===== src/rtl/counter_updown_8.sv =====
// 8-bit up/down counter with synchronous parallel load and asynchronous clear.
// tc/rco_n are combinational so that two instances can be cascaded.
module counter_updown_8 #(
  parameter logic [7:0] RESET_VALUE = 8'h00
) (
  input  logic       clk,
  input  logic       reset,
  input  logic [7:0] d,
  input  logic       ld_n,
  input  logic       cnt_en,
  input  logic       up,
  output logic [7:0] q,
  output logic       tc,
  output logic       rco_n
);

  logic [7:0] r_q;
  logic       w_tc;

  // Load has priority over counting; reset still high at an edge wins over both.
  always_ff @(posedge clk or posedge reset) begin
    if (reset) begin
      r_q <= RESET_VALUE;
    end else if (!ld_n) begin
      r_q <= d;
    end else if (cnt_en) begin
      if (up) r_q <= r_q + 8'd1;
      else    r_q <= r_q - 8'd1;
    end
  end

  assign w_tc  = up ? (r_q == 8'hFF) : (r_q == 8'h00);
  assign q     = r_q;
  assign tc    = w_tc;
  assign rco_n = ~(w_tc & cnt_en);

endmodule


===== config.mk =====
export PLATFORM = sky130hd
export DESIGN_NAME = counter_updown_8
export DESIGN_NICKNAME = d
export VERILOG_FILES = /design/src/rtl/counter_updown_8.sv
export SDC_FILE = /design/constraint.sdc
export NUM_CORES = 1
export LEC_CHECK = 0
export ABC_AREA = 1
export BUFFER_PORTS_ARGS = -buffer_cell sky130_fd_sc_hd__buf_2
export CORE_MARGIN = 4
export CORE_UTILIZATION = 30
export CTS_CLUSTER_DIAMETER = 80
export DETAILED_ROUTE_END_ITERATION = 16
export GPL_TIMING_DRIVEN = 1
export SYNTH_ARGS = -nofsm -noshare
export SYNTH_HDL_FRONTEND = slang
export SYNTH_SLANG_ARGS = --single-unit

===== constraint.sdc =====
create_clock -name clk -period 1.39 [get_ports clk]
set_input_delay 0.2085 -clock clk [delete_from_list [all_inputs] [get_ports clk]]
set_output_delay 0.2085 -clock clk [all_outputs]
set_load 0.02 [all_outputs]

==> results.py, run 1 <==
metrics = {
    "cts": {
        "cts_made_buffers": 3,
        "cts_tree": "done",
        "clock-sinks": 8,
        "clk_path_buf_depth": 2,
        "htreeDepth": 1,
        "clock_latency_ns": 0.25,
        "ctsRootBufferMaster": "clkbuf_4",
        "clk_pin_slew_ns": 0.05,
    },
    "floorplan": {
        "fp.coreArea_um2": 2280,
        "die_w_um": 57.8,
        "initial_core_util": 0.327,
        "dieHeight_um": 57.8,
        "rows": 17,
        "ios": 23,
        "die-area_um2": 3340,
    },
    "setup_path": {
        "cp_slowest_cell": "dfrtp_2",
        "cp_common_cell": "buf_6",
        "crit_fanout": 4,
        "cp-end-kind": "output port",
        "path_cells": "buf_6 -> nand4_1 -> o31ai_4 -> nand2_2 -> buf_6",
        "reg2regPathDepth": 7,
        "arrival_ns": 1.35,
        "critPathKind": "reg -> out",
        "crit_path_start_kind": "flop",
        "slowest_delay_ns": 0.38,
        "crit_required_ns": 1.18,
    },
    "drt": {
        "drtAntennaViolNets": 0,
        "wl_met3_um": 158,
        "wire_per_inst_um": 12.7,
        "drc": 0,
        "dr.pass1.iters": 4,
        "met2_length_um": 1100,
        "dr.first_iter.drc_count": 8,
        "drt-met1-wl_um": 962,
        "vias": 851,
        "topRoutingLayerUsed": "met3",
        "viasPerCell": 4.86,
        "wirelength_um": 2220,
    },
    "power": {
        "power.share.clock": 0.167,
        "leakagePower_nw": 0.588,
        "swShare": 0.410,
        "ir_drop_mv": 0.542,
        "power_frac_seq": 0.302,
        "powerDensity_nw_per_um2": 952,
        "pwr-share-comb": 0.531,
        "p_switching_uw": 439,
        "intPower_uw": 632,
    },
    "synthesis": {
        "syn-cell-area_um2": 743,
        "ys_ff_latch": 8,
        "yosys_warnings": 0,
        "synth_seq_area_share": 0.269,
        "syn_area_per_cell_um2": 6.95,
        "syn_nets": 127,
        "synthDistinctLibCells": 21,
        "synthCells": 107,
    },
    "sta": {
        "slew_violations": 0,
        "finalHoldViolations": 0,
        "slew_headroom": 0.727,
        "fin_crit_ns": 1.56,
        "holdWs_ns": 0.168,
        "fin_crit_sh": 1.12,
        "rsz0062_at_grt": "yes",
        "setup_violations": 7,
        "worst_slack_ns": -0.173,
        "fin_skew_ns": 0.00403,
        "max_freq_mhz": 640,
        "worst_slew_pin_slew_ns": 0.409,
    },
    "placement": {
        "io_buffers": 22,
        "place_hpwl_um": 1740,
        "dp_slack_ns": -0.195,
        "gp_congestion": 0.879,
    },
    "job": {
        "max_cap_viol_count": 0,
    },
    "hold_path": {
        "hold_class": "in -> reg",
        "holdPathStages": 3,
    },
    "layout": {
        "nFillCells": 234,
        "nets": 169,
        "largest_reg_flops": 8,
        "area_growth_pct": 51.3,
        "drive_gt1_frac": 0.449,
        "antenna_cells": 0,
    },
    "grt": {
        "antenna_found_initial": 0,
        "grt_pass1_wl_um": 3670,
        "grt_util_all_layers": 0.139,
        "grt_max_degree": 10,
        "overflow": 0,
        "grt_pass1_vias": 839,
    },
    "status": {
        "status": "complete, but fails checks",
        "violations": "setup timing",
    },
}
==> logic make-up after synthesis <==
| group | synth area share |
|---|---|
| and+or+nand+nor | 0.399 |
| AOI/OAI and AO/OA | 0.111 |
| xor gates and xnor gates | 0.0118 |
| buffers and inverters | 0.0808 |
| adders and majority gates | 0.128 |
| DFF | 0.269 |
==> placed cells by master (no fill, tap or decap), drive strengths merged <==
cell         netlist  layout
nor3               1       1
o31ai              1       1
fa                 1       1
dlygate4sd3        0       1
a21oi              2       2
nand2             37      37
ha                 6       6
clkbuf             0       3
a22o               3       3
nand3b             2       2
nor2               8       8
or2                1       1
o211ai             2       2
inv               16      16
buf                0      36
nand4              3       3
nand3             14      14
xor2               1       1
a21o               1       1
dfrtp              8       8
==> repair_timing <==
action | in CTS | in global routing
endpoints found under the setup margin | 5 | 8
setup buffers | 2 | 0
gates cloned | 0 | 0
resized for setup | 8 | 7
pin swaps | 3 | 3
hold buffers | 1 | 0
endpoints found under the hold margin | 8 | 0
==> synthesized netlist by cell type <==
cell type,count,area [um^2]
a22o_1,3,26.3
xor2_1,1,8.76
a21oi_4,1,16.3
ha_1,6,75.1
nor2_4,1,11.3
dfrtp_1,8,200
o211ai_1,2,15.0
a21oi_1,1,5.00
nand2_2,1,6.26
nor2_1,7,26.3
nand4_1,3,18.8
nand3_1,14,70.1
or2_4,1,8.76
inv_2,2,7.51
o31ai_2,1,12.5
a21o_1,1,7.51
fa_1,1,20.0
nand2_1,36,135
inv_1,14,52.6
nand3b_1,2,15.0
nor3_1,1,5.00
==> worst max-delay path, delay by kind of cell (launching register included) <==
kind / cells / cell delay [ns]
buffers and inverters: 2 / 0.26
AO/OA/AOI/OAI: 1 / 0.28
AND/OR/NAND/NOR: 2 / 0.20
flip-flops: 1 / 0.38
==> routing by layer <==
| layer | vias up | track usage |
|---|---|---|
| li1 | 437 | - |
| met1 | 390 | 0.163 |
| met2 | 24 | 0.247 |
| met3 | 0 | 0.0579 |
| met4 | 0 | 0.00993 |
| met5 | - | 0 |
==> layout make-up <==
type / count / area (um^2) / share of cell area
flip-flops and latches: 8 / 208 / 0.185
multi-input cells: 83 / 562 / 0.499
repair buffers: 37 / 238 / 0.211
well taps: 28 / 35.0 / 0.0311
inverters: 16 / 60.1 / 0.0534
clock buffers: 3 / 22.5 / 0.0200
==> metrics by stage <==
stage	instance area, um^2	power, mW	utilization	instances	TNS [ns]
final	1120	1.07	0.494	175	-0.556
after global routing	1120	1.16	0.494	175	-1.28
after CTS	1090	1.06	0.478	175	-0.628
after detailed placement	1010	0.840	0.445	169	-0.627
after global placement	1010	0.833	0.445	169	-0.563
after floorplan	777	0.639	-	107	-0.0114
==> path summary, 6_finish.rpt <==
kind                          to  slack, ns  start
min                         q[3]       0.17   d[3]
min reg2reg                 q[3]       0.60   q[3]
max in group asynchronous   q[2]       0.65  reset
max                        rco_n      -0.17   q[0]
min in group asynchronous   q[7]       0.46  reset
max reg2reg                 q[4]      -0.09   q[0]
==> power groups by stage <==
stage | sequential (mW) | clock, mW | combinational, mW
6_report | 0.324 | 0.179 | 0.568
5_1_grt | 0.329 | 0.200 | 0.636
4_1_cts | 0.320 | 0.188 | 0.549
3_5_place_dp | 0.327 | 0 | 0.513
3_3_place_gp | 0.326 | 0 | 0.507
2_1_floorplan | 0.360 | 0 | 0.279
Note: power is estimated with default switching activity, not from simulation.
==> run 2: changes to the inputs <==
- CORE_MARGIN: 4 -> 2
- clock period: 1.39 -> 1.6 ns (I/O delays scaled with it)
==> run 2 against run 1 <==
- the flow still finishes with violations (setup timing)
- non-clock buffer count is 6 lower
- register-to-register slack improved by 0.18 ns
- cell area shrank 7.6%
- critical path depth is the same
- clock skew decreased by 0.0033 ns
- critical endpoint unchanged
- sequential share of layout area rose by 0.79 points
- largest power group unchanged
- power is 17% lower
- sequential cell count is the same
- critical path type unchanged
==> results.py, run 2 (synthesis results as in run 1) <==
metrics = {
    "status": {
        "status": "complete, but fails checks",
        "violations": "setup timing",
    },
    "setup_path": {
        "path_buf_inv": 2,
        "crit_fanout": 4,
        "crit_required_ns": 1.36,
        "cp-end-kind": "output port",
        "arrival_ns": 1.40,
        "cp_common_cell": "buf_6",
        "crit_path_start_kind": "flop",
        "cp_slowest_cell": "dfrtp_1",
        "critPathKind": "reg -> out",
        "path_cells": "buf_6 -> nand4_1 -> o31ai_4 -> nand2_1 -> buf_6",
        "slowest_delay_ns": 0.37,
        "crit_family": "flip-flops",
    },
    "floorplan": {
        "initial_core_util": 0.308,
        "rows": 18,
        "dieHeight_um": 53.8,
        "die-area_um2": 2890,
        "fp.coreArea_um2": 2410,
        "ios": 23,
        "die_w_um": 53.8,
    },
    "drt": {
        "wire_per_inst_um": 12.3,
        "wirelength_um": 2100,
        "dr.first_iter.drc_count": 8,
        "viasPerCell": 4.69,
        "vias": 802,
        "drtAntennaViolNets": 0,
        "dr.pass1.iters": 2,
        "drc": 0,
    },
    "sta": {
        "fin_crit_sh": 1.02,
        "worst_slew_pin_slew_ns": 0.427,
        "fin_crit_ns": 1.64,
        "worst_slack_ns": -0.0350,
        "slew_headroom": 0.715,
        "rsz0062_at_grt": "yes",
        "max_freq_mhz": 612,
        "finalHoldViolations": 0,
        "fin_skew_ns": 0.000689,
        "slew_violations": 0,
        "setup_violations": 2,
    },
    "grt": {
        "grt_use_met3": 0.0250,
        "top_usage_layer": "met2",
        "grtUsageMet2": 0.260,
        "grt_util_all_layers": 0.160,
        "grt_max_degree": 10,
        "grt_pass1_vias": 714,
        "antenna_found_initial": 0,
        "grt_pass1_wl_um": 3280,
        "overflow": 0,
        "use_met1": 0.215,
    },
    "layout": {
        "nets": 163,
        "fin_util": 0.431,
        "antenna_cells": 0,
        "drive_gt1_frac": 0.326,
        "mostFrequentLayoutCell": "nand2_1",
        "layout_common_cells": "nand2_1, buf_2, inv_1, nand3_1, dfrtp_1",
        "area_growth_pct": 39.9,
        "largest_reg_flops": 8,
    },
    "cts": {
        "cts_tree": "done",
        "cts_made_buffers": 3,
        "clk_path_buf_depth": 2,
        "clock-sinks": 8,
        "clk_pin_slew_ns": 0.07,
        "htreeDepth": 1,
        "ctsRootBufferMaster": "clkbuf_4",
        "clock_latency_ns": 0.27,
    },
    "placement": {
        "gp_congestion": 0.895,
        "place_hpwl_um": 1550,
        "dp_slack_ns": -0.0195,
        "io_buffers": 22,
    },
    "hold_path": {
        "hold_class": "in -> reg",
    },
    "power": {
        "ir_drop_mv": 0.486,
        "powerDensity_nw_per_um2": 858,
        "leakagePower_nw": 0.554,
    },
    "job": {
        "max_cap_viol_count": 0,
    },
}
run 2: per-layer routing:
| layer | vias to the layer above | part of all wire |
|---|---|---|
| met2 | 13 | 0.49 |
| met1 | 362 | 0.47 |
| li1 | 423 | - |
| met4 | 0 | 0.010 |
| met3 | 4 | 0.028 |
| met5 | - | 0 |
run 2: final cells by class:
type / count / area, um^2
clock buffer: 3 / 22.5
fill: 250 / 1370
inverter: 16 / 60.1
multi-input combinational: 83 / 529
sequential: 8 / 200
tap: 30 / 37.5
timing repair buffer: 31 / 190
run 2: stage by stage:
stage	instances	setup TNS (ns)	hold WS [ns]	power (mW)	instance area, um^2
2_1_floorplan	107	0	0.0557	0.543	752
3_3_place_gp	162	0	0.218	0.652	922
3_5_place_dp	162	-0.0358	0.225	0.658	922
4_1_cts	170	-0.0148	0.188	0.861	990
5_1_grt	171	-0.154	0.214	0.964	1040
6_report	171	-0.0396	0.185	0.892	1040
run 2: worst register-to-register path, cell delays in order, from the launching register on:
cell	delay [ns]
dfrtp_1	0.42
buf_4	0.18
ha_4	0.28
nand2_1	0.09
nor2_1	0.10
nand3_1	0.10
nand2_1	0.08
nand2_1	0.04
nand3_1	0.06
nand2_1	0.05
run 2: what timing repair did:
action	4_1_cts	5_1_grt
hold endpoints to repair	8	0
setup endpoints to repair	2	6
gates resized for setup	1	8
hold buffers	1	0
pin swaps	1	4
buffers inserted	4	1
run 2: power by group:
part	leakage [nW]	total (mW)	switching (mW)	internal [mW]
Combinational	0.444	0.446	0.253	0.192
Clock	0.0138	0.176	0.0886	0.0870
Sequential	0.0964	0.270	0.0394	0.231
run 2: final timing paths:
check                      start  cells after the start  slack, ns     to
hold reg to reg             q[3]                      2       0.60   q[3]
setup reg to reg            q[4]                      9       0.09   q[7]
setup / recovery            q[0]                      5      -0.04  rco_n
hold / removal              d[1]                      3       0.19   q[1]
max in group asynchronous  reset                      3       0.87   q[3]
min in group asynchronous  reset                      3       0.48   q[7]
==> run 3: changes to the inputs <==
- BUFFER_PORTS_ARGS: -buffer_cell sky130_fd_sc_hd__buf_2 -> unset
- DONT_BUFFER_PORTS: unset -> 1
- clock period: 1.6 -> 1.8 ns (I/O delays scaled with it)
==> run 3 against run 2 <==
- clock power shrank 13%
- critical path depth is 2 lower
- die area is the same
- non-clock buffer count shrank 28
- final cell count fell by 16%
- sequential cell count unchanged
- core utilization shrank 8.4 points
- via count decreased by 12%
- sequential power increased by 6%
- clock-buffer cell count did not move
- the flow now finishes without violations
- power down 22%
- sequential share of layout area up 5.7 points
==> results.py, run 3 (synthesis results as in run 1) <==
metrics = {
    "setup_path": {
        "arrival_ns": 1.39,
        "cp_slowest_cell": "dfrtp_1",
        "rrSetupSlack_ns": 0.26,
        "reg2reg_from": "q[0]",
        "slowest_delay_ns": 0.50,
        "critPathKind": "reg -> out",
        "reg2regPathDepth": 7,
        "crit_required_ns": 1.53,
        "crit_path_start_kind": "flop",
        "crit_fanout": 7,
        "reg2reg_to": "q[6]",
        "path_cells": "nand4_1 -> o31ai_2 -> nand2_1",
        "cp-end-kind": "output port",
    },
    "layout": {
        "area_growth_pct": 12.6,
        "largest_reg_flops": 8,
        "nFillCells": 261,
        "seq_area_um2": 209,
        "nets": 135,
        "drive_gt1_frac": 0.168,
        "layout_common_cells": "nand2_1, inv_1, nand3_1",
        "mostFrequentLayoutCell": "nand2_1",
        "multiInputGateArea_um2": 483,
        "antenna_cells": 0,
    },
    "placement": {
        "place_hpwl_um": 1460,
        "io_buffers": 0,
        "gp_congestion": 0.786,
    },
    "status": {
        "status": "completed",
    },
    "sta": {
        "finalHoldViolations": 0,
        "fin_skew_ns": 0.00761,
        "slew_headroom": 0.764,
        "worst_slew_pin_slew_ns": 0.353,
        "fin_crit_ns": 1.66,
        "rsz0062_at_grt": "no",
        "tns_ns": 0,
        "fin_crit_sh": 0.924,
        "setup_violations": 0,
        "slew_violations": 0,
        "max_freq_mhz": 601,
    },
    "floorplan": {
        "ios": 23,
        "die-area_um2": 2890,
        "die_w_um": 53.8,
        "dieHeight_um": 53.8,
        "fp.coreArea_um2": 2410,
        "rows": 18,
        "initial_core_util": 0.308,
    },
    "cts": {
        "cts_made_buffers": 3,
        "clk_pin_slew_ns": 0.07,
        "clk_path_buf_depth": 2,
        "ctsRootBufferMaster": "clkbuf_4",
        "cts_tree": "done",
        "postCtsSetupBuffers": 0,
        "clock-sinks": 8,
        "clock_latency_ns": 0.27,
        "htreeDepth": 1,
    },
    "hold_path": {
        "hold_class": "in -> reg",
        "hold_start": "d[4]",
        "holdPathStages": 2,
        "whs_endpoint": "q[4]",
    },
    "grt": {
        "antenna_found_initial": 0,
        "grt_pass1_vias": 692,
        "grt_util_all_layers": 0.163,
        "overflow": 0,
        "grt_max_degree": 10,
        "grt_pass1_wl_um": 3260,
    },
    "drt": {
        "viasPerCell": 4.94,
        "drc": 0,
        "dr.first_iter.drc_count": 8,
        "wirelength_um": 1960,
        "dr.pass1.iters": 4,
        "vias": 707,
        "wire_per_inst_um": 13.7,
        "drtAntennaViolNets": 0,
    },
    "job": {
        "max_cap_viol_count": 0,
    },
    "power": {
        "ir_drop_mv": 0.450,
        "leakagePower_nw": 0.424,
        "finalPower_uw": 697,
        "powerDensity_nw_per_um2": 833,
    },
}
run 3: repair_timing:
action | CTS | global route
gates resized for setup | 0 | 7
endpoints found under the setup margin | 0 | 2
hold buffers | 1 | 0
hold endpoints to repair | 8 | 0
run 3: through the flow:
stage                util  worst slack (ns)  cell area, um^2  instances  hold WS [ns]
finish              0.347             0.136              837        143         0.138
global route        0.347          0.000375              837        143         0.122
CTS                 0.344            0.0475              828        143         0.131
detailed placement  0.330             0.252              796        139         0.157
global placement    0.330             0.285              796        139         0.156
floorplan               -             0.135              743        107        0.0857
run 3: worst max path at each step:
stage / startpoint / to / slack (ns) / cells after the start
after floorplan: q[0] / rco_n / 0.13 / 3
after global placement: q[1] / q[6] / 0.29 / 7
after detailed placement: up / q[5] / 0.25 / 7
after CTS: q[7] / rco_n / 0.05 / 3
after global routing: q[0] / rco_n / 0.0004 / 3
final: q[0] / rco_n / 0.14 / 3
run 3: cell type report:
| class | instances | share of cell area |
|---|---|---|
| Tap cell | 30 | 0.0448 |
| Inverter | 16 | 0.0717 |
| Multi-Input combinational cell | 83 | 0.577 |
| Timing Repair Buffer | 3 | 0.0299 |
| Clock buffer | 3 | 0.0269 |
| Sequential cell | 8 | 0.250 |
run 3: worst max-delay path, delay by kind of cell, from the launching register on:
family	cells	cell delay (ns)
flops	1	0.50
simple gates	2	0.35
compound gates	1	0.28
run 3: report_power, final:
part | leakage, nW | internal [mW] | total, mW | switching, mW
Combinational | 0.321 | 0.107 | 0.258 | 0.151
Clock | 0.0138 | 0.0772 | 0.153 | 0.0762
Sequential | 0.0887 | 0.210 | 0.286 | 0.0764
Total | 0.424 | 0.394 | 0.697 | 0.303
run 3: routing by layer:
metal | wire length, um | vias up | GRT usage
li1 | - | 365 | -
met1 | 919 | 318 | 0.214
met2 | 926 | 24 | 0.256
met3 | 115 | 0 | 0.0611
met4 | 0 | 0 | 0.0256
met5 | 0 | - | 0
